--- src/rtl/virtual_host_sync.sv ---
// ---------------------------------------------------------------------------
// virtual_host_sync
//
// Traffic endpoint at one edge port of the synchronous cast/gather network.
// The TX side injects the numbered flit stream 0,1,2,... into a cast input.
// The RX side drains the gather stream and checks that every flit comes back
// in order and unmodified. It then reports completion, or completion with
// an error.
//
// Ports
//   clk             clock
//   rst             synchronous reset, active-high
//   start           one-cycle pulse that begins a run from IDLE or DONE
//   cast_data_o     TX payload: the sequence number of the flit on offer
//   cast_valid_o    TX valid; it depends only on registered state
//   cast_ready_i    TX ready from the network
//   gather_data_i   RX payload
//   gather_valid_i  RX valid
//   gather_ready_o  RX ready: armed in SEND/DRAIN, optionally LFSR-throttled
//   sent_cnt        TX handshakes completed in this run
//   recv_cnt        RX handshakes completed in this run
//   busy            high in SEND or DRAIN
//   done            high in DONE until the next start or reset
//   err             sticky flag: payload mismatch, overflow or drain timeout
// ---------------------------------------------------------------------------
`timescale 1ns/1ps
`ifndef DW
`define DW 16
`endif

module virtual_host_sync #(
    parameter int unsigned NUM_FLITS = 10000,
    parameter int unsigned GAP       = 0,
    parameter bit          STALL_EN  = 1'b0,
    parameter logic [15:0] LFSR_SEED = 16'hACE1,
    parameter int unsigned TIMEOUT   = 4096
) (
    input  logic             clk,
    input  logic             rst,
    input  logic             start,
    output logic [`DW-1:0]   cast_data_o,
    output logic             cast_valid_o,
    input  logic             cast_ready_i,
    input  logic [`DW-1:0]   gather_data_i,
    input  logic             gather_valid_i,
    output logic             gather_ready_o,
    output logic [31:0]      sent_cnt,
    output logic [31:0]      recv_cnt,
    output logic             busy,
    output logic             done,
    output logic             err
);

    localparam int unsigned GW = (GAP > 0) ? $clog2(GAP + 1) : 1;

    typedef enum logic [1:0] {
        ST_IDLE,
        ST_SEND,
        ST_DRAIN,
        ST_DONE
    } state_t;

    state_t          r_state;
    state_t          w_stateNext;
    logic [31:0]     r_sent;
    logic [31:0]     r_recv;
    logic            r_err;
    logic [GW-1:0]   r_gap;
    logic [31:0]     r_timeout;
    logic [15:0]     r_lfsr;

    logic            w_armed;
    logic            w_txFire;
    logic            w_rxFire;
    logic            w_rxBad;
    logic            w_startRun;
    logic            w_timeoutHit;
    logic            w_lfsrFb;
    logic [31:0]     w_recvNext;

    // TX valid comes only from the state and the gap counter, so the
    // network's ready can never ripple back into our valid. The payload is
    // the running send count, which only moves on a handshake and therefore
    // stays stable while the network stalls us.
    assign cast_valid_o   = (r_state == ST_SEND) && (r_gap == '0);
    assign cast_data_o    = cast_valid_o ? r_sent[`DW-1:0] : '0;

    // The RX side is armed for the whole run, so returning flits can
    // overlap injection.
    assign w_armed        = (r_state == ST_SEND) || (r_state == ST_DRAIN);
    assign gather_ready_o = w_armed && (STALL_EN ? r_lfsr[0] : 1'b1);

    assign w_txFire       = cast_valid_o && cast_ready_i;
    assign w_rxFire       = gather_valid_i && gather_ready_o;
    assign w_recvNext     = r_recv + {31'd0, w_rxFire};

    // A returning flit is bad if its payload is not the next expected
    // sequence number. It is also bad if accepting it would leave more
    // flits received than sent, counting a send that completes in the
    // same cycle.
    assign w_rxBad        = (gather_data_i != r_recv[`DW-1:0]) ||
                            (r_recv >= (r_sent + {31'd0, w_txFire}));

    // Fibonacci form of x^16+x^14+x^13+x^11, shifting towards bit 0.
    assign w_lfsrFb       = r_lfsr[0] ^ r_lfsr[2] ^ r_lfsr[3] ^ r_lfsr[5];

    assign sent_cnt       = r_sent;
    assign recv_cnt       = r_recv;
    assign err            = r_err;
    assign busy           = w_armed;
    assign done           = (r_state == ST_DONE);

    // State register.
    always_ff @(posedge clk) begin
        if (rst) begin
            r_state <= ST_IDLE;
        end else begin
            r_state <= w_stateNext;
        end
    end

    // Next-state logic. DRAIN completes on the cycle of the final RX
    // handshake, so done follows that handshake by one cycle. If the last
    // flit was already back when DRAIN was entered, it completes after one
    // DRAIN cycle. The timeout fires only on a cycle with no RX handshake,
    // after TIMEOUT consecutive quiet DRAIN cycles.
    always_comb begin
        w_stateNext  = r_state;
        w_startRun   = 1'b0;
        w_timeoutHit = 1'b0;
        case (r_state)
            ST_IDLE, ST_DONE: begin
                if (start) begin
                    w_stateNext = ST_SEND;
                    w_startRun  = 1'b1;
                end
            end
            ST_SEND: begin
                if (w_txFire && ((r_sent + 32'd1) == NUM_FLITS)) begin
                    w_stateNext = ST_DRAIN;
                end
            end
            ST_DRAIN: begin
                if (w_recvNext >= NUM_FLITS) begin
                    w_stateNext = ST_DONE;
                end else if (!w_rxFire && (r_timeout == (TIMEOUT - 1))) begin
                    w_stateNext  = ST_DONE;
                    w_timeoutHit = 1'b1;
                end
            end
            default: begin
                w_stateNext = ST_IDLE;
            end
        endcase
    end

    // Run counters, error flag, gap and timeout counters. A start clears
    // everything belonging to the previous run on the same edge that
    // enters SEND. The LFSR is deliberately not reseeded by start, so the
    // throttle pattern keeps running across back-to-back runs.
    always_ff @(posedge clk) begin
        if (rst) begin
            r_sent    <= '0;
            r_recv    <= '0;
            r_err     <= 1'b0;
            r_gap     <= '0;
            r_timeout <= '0;
            r_lfsr    <= LFSR_SEED;
        end else begin
            if (w_armed) begin
                r_lfsr <= {w_lfsrFb, r_lfsr[15:1]};
            end
            if (w_startRun) begin
                r_sent    <= '0;
                r_recv    <= '0;
                r_err     <= 1'b0;
                r_gap     <= '0;
                r_timeout <= '0;
            end else begin
                if (w_txFire) begin
                    r_sent <= r_sent + 32'd1;
                    r_gap  <= GW'(GAP);
                end else if (r_gap != '0) begin
                    r_gap <= r_gap - GW'(1);
                end
                if (w_rxFire) begin
                    r_recv <= r_recv + 32'd1;
                    if (w_rxBad) begin
                        r_err <= 1'b1;
                    end
                end
                if (w_timeoutHit) begin
                    r_err <= 1'b1;
                end
                if (r_state == ST_DRAIN) begin
                    r_timeout <= w_rxFire ? 32'd0 : (r_timeout + 32'd1);
                end else begin
                    r_timeout <= '0;
                end
            end
        end
    end

endmodule

--- config.mk ---
export PLATFORM = sky130hd
export DESIGN_NAME = virtual_host_sync
export DESIGN_NICKNAME = d
export VERILOG_FILES = /design/src/rtl/virtual_host_sync.sv
export SDC_FILE = /design/constraint.sdc
export NUM_CORES = 1
export LEC_CHECK = 0
export BUFFER_PORTS_ARGS = -buffer_cell sky130_fd_sc_hd__buf_2
export CAP_MARGIN = 30
export CELL_PAD_IN_SITES_DETAIL_PLACEMENT = 1
export CELL_PAD_IN_SITES_GLOBAL_PLACEMENT = 1
export CORE_ASPECT_RATIO = 1.2
export CORE_MARGIN = 1.5
export CORE_UTILIZATION = 39
export DETAILED_ROUTE_END_ITERATION = 10
export GPL_TIMING_DRIVEN = 0
export MAX_ROUTING_LAYER = met4
export PLACE_DENSITY = 0.75
export REMOVE_ABC_BUFFERS = 1
export SYNTH_ARGS = -nofsm -noshare
export SYNTH_HDL_FRONTEND = slang
export SYNTH_SLANG_ARGS = --single-unit
--- constraint.sdc ---
create_clock -name clk -period 4.45 [get_ports clk]
set_input_delay 0.89 -clock clk [delete_from_list [all_inputs] [get_ports clk]]
set_output_delay 0.89 -clock clk [all_outputs]
set_load 0.02 [all_outputs]
# == Word-level counts from Yosys, hierarchy flattened ==
# Cells that the tools add are included.
# totals
ff_bits,100
input_bits,21
output_inout_bits,85
wordCells,56
# classes
addsub,6
order_cmp,2
eq_ne,9
muxes,14
bitwise_logic,2
n_reduce_logical,17
# op_table
operator,count
"32-bit by 1-bit adder with 32-bit output, second input constant",3
32-bit by 1-bit adder with 32-bit output,2
"32-bit by 12-bit == test with 1-bit output, second input constant",1
"32-bit by 14-bit == test with 1-bit output, second input constant",1
"32-bit by 14-bit greater-or-equal comparator with 1-bit output, second input constant",1
32-bit greater-or-equal comparator,1
16-bit 2-to-1 mux,1
16-bit inequality test,1
1-bit 2-to-1 mux,8
2-bit 2-to-1 mux,4
4-bit OR reduction,2
2-bit one-hot mux with 3 select lines,1
1-bit logical AND,5
"2-bit == test, second input constant",2
2-bit nonzero test,2
2-bit OR reduction,2
"3-bit inequality test, second input constant",1
3-bit AND reduction,1
"2-bit by 1-bit == test with 1-bit output, second input constant",1
2-bit logical NOT,1
1-bit logical OR,2
"2-bit by 1-bit inequality test with 1-bit output, second input constant",1
"2-bit inequality test, second input constant",1
1-bit NOT,2
3 further kinds,3

# == Logic depth before layout (Yosys ltp) ==
# Gate-level depths: netlist of the first run.
# logic_depth
depth_word,10
mapped_depth,22
mapped_depth_nobuf,21

# == Worst setup path after synthesis of the first run ==
# Ideal clock, no wire load.
# synth_timing
kind,register to register
startpoint,register r_state[1]
endpoint,"register r_err, in the netlist err"
setup_ns,0.132
arrival_time_ns,4.152
required_ns,4.318
slack_ns,0.167
stages_incl_launch_ff,20
n_path_buf,2
period_less_slack_ns,4.283
path_cell_list,dfxtp_1 inv_1 ha_1 nor2b_1 nand2_1 inv_1 clkbuf_1 ha_1 ha_1 nand2_1 or3_1 clkbuf_1 nor4_1 xnor2_1 ha_1 a21o_1 a2111oi_0 o21ai_0 a221oi_1 a31oi_1
# synth_via
word_cells_on_any_way,25
classes_between,add/sub (2); order compare (2); eq/ne (3); mux (5); reduce/logical (13)
# synth_lines
element,line_no,source
"start, declared",63,state_t r_state;
"start signal, assigned",118,r_state <= w_stateNext;
2-bit by 1-bit == test with 1-bit output,85,assign cast_valid_o = (r_state == ST_SEND) && (r_gap == '0);
1-bit logical AND,85,
1-bit logical AND,93,assign w_txFire = cast_valid_o && cast_ready_i;
via w_txFire,73,logic w_txFire;
32-bit by 1-bit adder with 32-bit output,102,"(r_recv >= (r_sent + {31'd0, w_txFire}));"
32-bit greater-or-equal comparator,102,
1-bit logical OR,101,assign w_rxBad = (gather_data_i != r_recv[`DW-1:0]) ||
2-bit nonzero test (no line),n/a,
2-bit AND reduction (no line),n/a,
"end signal, assigned",165,r_err <= 1'b0;
"end signal, assigned",176,r_err <= 1'b0;
"end signal, assigned",189,r_err <= 1'b1;
"end, declared",67,logic r_err;
# The timed path passes the listed nets, and every way through them passes these cells.
# A chain may end at the register's enable or synchronous reset.

# == Final worst setup path of the first run ==
# layout_timing
startpoint,register r_state[1]
endpoint,"register r_err, in the netlist err"
# layout_via
elab_chain_cells,10
word_cells_on_any_way,25
classes_between,add/sub (2); order compare (2); eq/ne (3); mux (5); reduce/logical (13)
# layout_rtl
element
"parallel branches: the longest is 10 deep, another holds 32-bit by 1-bit adder with 32-bit output"
# Several ways; the timed one is not identified.

==> results.toml, run 1 <==
[clock_tree]
ctsHtreeMaxLevel = 3
cts_tree = "yes"
cts_hold_buf = 0
cts-buffers-inserted = 9
cts_num_sinks = 100
clock_latency_ps = 370
root_buffer = "clkbuf_16"
clock_path_buffers = 2
cts.clk_slew.worst_paths_ps = 80

[sta]
rsz0062_at_grt = "false"
max_freq_mhz = 243.6
finalSetupViolations = 0
fin_crit_ps = 4104
maxSlewHeadroom_pct = 53.60
tightest_slew_ps = 690.6
fin_worst_skew_ps = 11.71
period_share_pct = 92.23
hold_viol_final = 0
report.final.slew_viol_count = 0

[placement]
hpwl_um = 16320
port_buffers = 105
placed_area_um2 = 7760
place.gp.congestion = 0.9324
dp.cells = 1178

[status]
outcome = "finished, final reports clean"

[setup_path]
path_max_fanout = 15
slowest_delay_ps = 430
path_class = "reg2reg"
crit_top_cell = "ha_2"
critPathSlowestCell = "or3_4"
startpoint_type = "flip-flop"
crit_chain = "inv_1, ha_2, nor2b_4, buf_6, nand2_2, clkinvlp_4, ha_2, ha_2, nand2_1, or3_4, nor4_2, xnor2_1, ha_1, a21o_1, a2111oi_0, o21ai_1, a221oi_1, a31oi_1"
crit_arrival_ps = 4360
worst_setup_path_end_kind = "flip-flop"
critPathRequiredTime_ps = 4710

[detailed_routing]
wl_per_cell_um = 18.37
routed_via_density = 5.639
antenna_violating_nets_post_route = 0
dr.pass1.iters = 4
wl_um = 22000
drtIter0Drc = 360
vias = 6755
drc = 0

[die]
die_w_um = 126.7
io_pins = 106
initial_core_util_pct = 39.57
dieArea_um2 = 19200
core_um2 = 18110
rows = 54
dieHeight_um = 151.5

[logic_synthesis]
synth_top_cell_area_share_pct = 27.94
ys_seq_elements = 100
synth.largest_area_cell = "dfxtp_1"
yosysWarnings = 0
synthTopCellsByArea = "dfxtp_1 (28%), xor2_1 (11%), ha_1 (7.5%), xnor2_1 (7.2%), nor2_1 (5.9%)"
synth_area_um2 = 7164
synth_cell_types = 68
synth_edf_count = 0
syn_area_per_cell_um2 = 7.856
dominantRegCellSynth = "dfxtp_1"
ys_seq_area_share_pct = 27.94
async_reset_ff_share_pct = 0
synthCells = 912

[finish]
area_growth_syn_to_layout_pct = 13.53
antenna_cells = 0
drive_above_1_share_pct = 16.22
fin_nets = 1033
num-fill-cells = 2215
regArea_um2 = 2002
multi_input_area_um2 = 4828
final_area_um2 = 8134
final_cells = 1198

[power]
vdd_drop_max_mv = 0.1626
fin_total_pwr_mw = 2.063
comb_power_share_pct = 15.0
clkPwrFrac_pct = 39.7
powerDensity_nw_per_um2 = 253.6
seq_power_share_pct = 45.2
p_switching_uw = 631.9
power.leakage_nw = 3.152
internal_power_mw = 1.431
switching_share_pct = 30.63

[global_routing]
grt_pass1_wl_um = 35630
track_usage_pct = 24.15
globalRouteOverflowTotal = 0
antenna_found_initial = 0
grt_pass1_vias = 6792
grt_max_degree = 43

[hold_path]
hold_class = "reg2reg"

[job]
maxCapViolations = 0
## metal layers
| layer | up-vias | GRT usage [%] | part of all wire, % |
|---|---|---|---|
| met5 | - | - | 0 |
| met2 | 145 | 41.67 | 49 |
| met1 | 3286 | 29.28 | 45 |
| met4 | 0 | 7.841 | 2.1 |
| li1 | 3284 | - | - |
| met3 | 40 | 3.441 | 3.8 |
## power by group through the flow
stage / Clock, mW / Combinational [mW] / Sequential (mW)
4_1_cts: 0.836 / 0.314 / 0.933
3_3_place_gp: 0 / 0.278 / 0.955
2_1_floorplan: 0 / 0.167 / 0.958
6_report: 0.819 / 0.310 / 0.933
3_5_place_dp: 0 / 0.303 / 0.954
5_1_grt: 0.875 / 0.341 / 0.936
## per-stage QoR
stage               utilization (%)  hold WS, ps  setup TNS [ps]  setup WS [ps]
finish                        44.92        466.4               0          345.5
global route                  44.92        489.4               0          23.81
global placement              42.50        446.0           -1611          -1611
detailed placement            42.86        454.6          -749.4         -749.4
floorplan                         -        429.7          -207.7         -207.7
CTS                           44.73        473.5               0          21.40
## cell type report
cell class	count	area share [%]
inverter	26	1.246
tap	224	3.446
timing repair buffer	113	7.614
clock inverter	6	0.7845
sequential	100	24.61
multi-input combinational	719	59.36
clock buffer	10	2.938
## flip-flops by register name (all words and copies together), names as in the netlist
register,cells
err,1
r_gap,1
r_state,2
r_timeout,32
recv_cnt,32
sent_cnt,32
## path summary, 6_finish.rpt
path / start / end / slack [ps] / cells past startpoint
hold / removal: r_timeout[0] / r_timeout[0] / 470 / 1
setup reg to reg: r_state[1] / err / 350 / 18
setup / recovery: r_state[1] / err / 350 / 18
hold reg to reg: r_timeout[0] / r_timeout[0] / 470 / 1
## layout by cell type, fill, tap and decap left out, types with 3 or more instances in the layout
cell type	Yosys	routed
nor2b_1	6	5
o2111ai_1	4	4
xnor2_1	59	59
a31oi_1	5	5
o31ai_1	4	4
nand3_1	51	51
inv_1	25	24
or4_1	8	8
xor2_1	92	92
a21o_1	13	12
clkbuf_16	0	9
and3_1	15	15
nor2_1	113	113
nor4_1	21	20
dfxtp_1	100	100
buf_2	16	106
nor4_2	4	4
or3_1	16	15
and4_1	7	7
a31o_2	3	3
o21ai_0	14	13
nand4_1	45	45
nand2b_1	6	6
buf_4	1	4
ha_2	0	3
nor3_1	19	19
and2_1	23	23
or2_2	4	4
ha_1	43	40
a211oi_1	8	8
nand2_1	72	71
a21oi_1	24	24
## critical path: cells and delay by family (launching register included)
| family | cells | cell delay (ps) |
|---|---|---|
| adders and majority gates | 4 | 930 |
| xor gates and xnor gates | 1 | 170 |
| buffers and inverters | 3 | 350 |
| DFF | 1 | 340 |
| and+or+nand+nor | 5 | 1160 |
| AOI/OAI and AO/OA | 5 | 1050 |
## cell families after synthesis
logic type	count (synthesis)	share of synthesized area, %
buf+inv	93	5.204
other cells	1	0.05234
compound gates	94	8.942
flops	100	27.94
simple gates	429	31.73
mux	1	0.1572
xor+xnor	151	18.46
fa+ha+maj	43	7.510
## repair_timing
item / in CTS / in global routing
gates cloned: 0 / 0
pin swaps: 0 / 1
endpoints found under the setup margin: 1 / 2
buffers inserted: 2 / 2
resized for setup: 5 / 6
## cells in the mapped netlist (all sizes together), types with 2 or more instances
cell type  number
a2111o          2
a2111oi         2
a211oi          8
a21boi          2
a21o           13
a21oi          24
a31o            3
a31oi           5
and2           25
and3           16
and4            7
buf            20
clkbuf         47
dfxtp         100
ha             43
inv            25
nand2          72
nand2b          6
nand3          51
nand4          47
nand4b          2
nor2          113
nor2b           6
nor3           19
nor4           26
o2111ai         4
o21ai          14
o221ai          2
o31ai           4
or2             4
or3            16
or3b            2
or4             9
xnor2          59
xor2           92
No activity file was read; power rests on OpenSTA's default activity.
==> inputs of run 2 (changes only) <==
--- a/config.mk
+++ b/config.mk
@@ -7,7 +7,7 @@
 export LEC_CHECK = 0
 export BUFFER_PORTS_ARGS = -buffer_cell sky130_fd_sc_hd__buf_2
 export CAP_MARGIN = 30
-export CELL_PAD_IN_SITES_DETAIL_PLACEMENT = 1
+export CELL_PAD_IN_SITES_DETAIL_PLACEMENT = 0
 export CELL_PAD_IN_SITES_GLOBAL_PLACEMENT = 1
 export CORE_ASPECT_RATIO = 1.2
 export CORE_MARGIN = 1.5
@@ -17,6 +17,7 @@
 export MAX_ROUTING_LAYER = met4
 export PLACE_DENSITY = 0.75
 export REMOVE_ABC_BUFFERS = 1
+export SETUP_SLACK_MARGIN = 0.5
 export SYNTH_ARGS = -nofsm -noshare
 export SYNTH_HDL_FRONTEND = slang
 export SYNTH_SLANG_ARGS = --single-unit
==> results.toml, run 2 (synthesis gave the netlist of run 1 again) <==
[finish]
fin_nets = 1043
final_common_cell = "nor2_1"
final_cell_mix = "nor2_1 (113), buf_2 (105), dfxtp_1 (99), xor2_1 (92), nand2_1 (70)"
area_growth_syn_to_layout_pct = 16.22
drive_above_1_share_pct = 18.09
antenna_cells = 0
postLayoutCoreUtil_pct = 45.99
final_area_um2 = 8327

[die]
initial_core_util_pct = 39.57
io_pins = 106
rows = 54
core_um2 = 18110
die_w_um = 126.7
dieArea_um2 = 19200
dieHeight_um = 151.5

[setup_path]
crit_top_cell = "ha_4"
slowest_delay_ps = 420
crit_arrival_ps = 4070
ff2ff_setup_slack_ps = 680
path_class = "reg2reg"
worst_setup_path_end_kind = "flip-flop"
reg2reg_to = "err"
startpoint_type = "flip-flop"
r2r_cells = 19
critPathSlowestCell = "or3_4"
reg2reg_from = "r_state[1]"
cp_num_buf_inv = 4
crit_chain = "inv_1, ha_4, nor2b_4, buf_8, nand2_4, clkinvlp_4, ha_4, ha_4, nand2_2, or3_4, buf_4, nor3_1, xnor2_1, ha_1, nand4_1, or2_2, o221ai_1, a221oi_2, a31oi_1"
path_max_fanout = 8
critPathRequiredTime_ps = 4750
cpLargestDelayFamily = "simple AND/OR/NAND/NOR gates"

[detailed_routing]
routed_via_density = 5.514
wl_um = 20720
antenna_violating_nets_post_route = 0
dr.pass1.iters = 4
drc = 0
vias = 6661
wl_per_cell_um = 17.15
drtIter0Drc = 304

[power]
powerDensity_nw_per_um2 = 258.5
power.leakage_nw = 3.244
clkPwrFrac_pct = 39.7
switching_share_pct = 29.34
vdd_drop_max_mv = 0.1638
seq_power_share_pct = 43.6
internal_power_mw = 1.521
p_switching_uw = 631.6
comb_power_share_pct = 16.7

[sta]
max_freq_mhz = 265.1
finalSetupViolations = 0
tns_ps = 0
period_share_pct = 84.76
fin_worst_skew_ps = 14.44
tightest_slew_ps = 696.7
report.final.slew_viol_count = 0
fin_crit_ps = 3772
rsz0062_at_grt = "true"
fin_ws_ps = 678.3
hold_viol_final = 0
maxSlewHeadroom_pct = 53.19

[global_routing]
antenna_found_initial = 0
use_met2_pct = 37.24
globalRouteOverflowTotal = 0
grt-busiest-layer = "met2"
grt_pass1_vias = 6046
use_met1_pct = 28.26
grt_pass1_wl_um = 32680
grt_max_degree = 43
track_usage_pct = 22.24
use_met3_pct = 3.090

[placement]
placed_area_um2 = 7760
port_buffers = 105
hpwl_um = 15100
pre_cts_ws_ps = -755.6
place.gp.congestion = 0.9324

[hold_path]
hold_class = "reg2reg"
worstHoldStart = "r_timeout[0]"
worstHoldEndpoint = "r_timeout[0]"
min_path_cells = 1

[status]
outcome = "finished, final reports clean"

[job]
maxCapViolations = 0

[clock_tree]
cts_num_sinks = 100
cts_tree = "yes"
clock_latency_ps = 360
cts-buffers-inserted = 9
clock_path_buffers = 2
ctsHtreeMaxLevel = 3
cts.clk_slew.worst_paths_ps = 80
root_buffer = "clkbuf_16"
cts_hold_buf = 0
==> run 2: what timing repair did <==
item,CTS,global route
buffers inserted,3,11
pin swaps,2,3
endpoints found under the setup margin,3,3
gates resized for setup,15,15
==> run 2: cell type report <==
cell class                      instances  area, um2
Clock buffer                           10      239.0
Clock inverter                          6      78.83
Fill cell                            1887       9781
Inverter                               26      105.1
Multi-Input combinational cell        719       4920
Sequential cell                       100       2003
Tap cell                              224      280.3
Timing Repair Buffer                  123      700.7
==> run 2: how the worst max path moves through the flow <==
stage	start	endpoint	slack (ps)	cells after the start
2_1_floorplan	r_state[1]	err	-210	17
3_3_place_gp	r_state[1]	err	-1610	19
3_5_place_dp	r_state[1]	err	-760	18
4_1_cts	r_state[1]	err	410	18
5_1_grt	r_state[1]	err	480	21
6_report	r_state[1]	err	680	19
==> run 2: metrics by stage <==
stage                     total power [mW]  hold slack [ps]  std cells
final                                2.153            472.7       1208
after global routing                 2.241            491.5       1208
after CTS                            2.129            472.9       1197
after detailed placement             1.254            455.0       1178
after global placement               1.233            446.0       1174
after floorplan                      1.125            429.7        845
==> run 2: power by group through the flow <==
stage / clock [mW] / combinational, mW / sequential (mW)
after floorplan: 0 / 0.167 / 0.958
after global placement: 0 / 0.278 / 0.955
after detailed placement: 0 / 0.300 / 0.955
after CTS: 0.878 / 0.316 / 0.935
after global routing: 0.911 / 0.389 / 0.941
final: 0.854 / 0.360 / 0.939
==> run 2: routing by layer <==
metal,wire length (um),share of wire [%]
met5,0,0
met4,291,1.4
met3,755,3.6
met2,9998,48
met1,9677,47
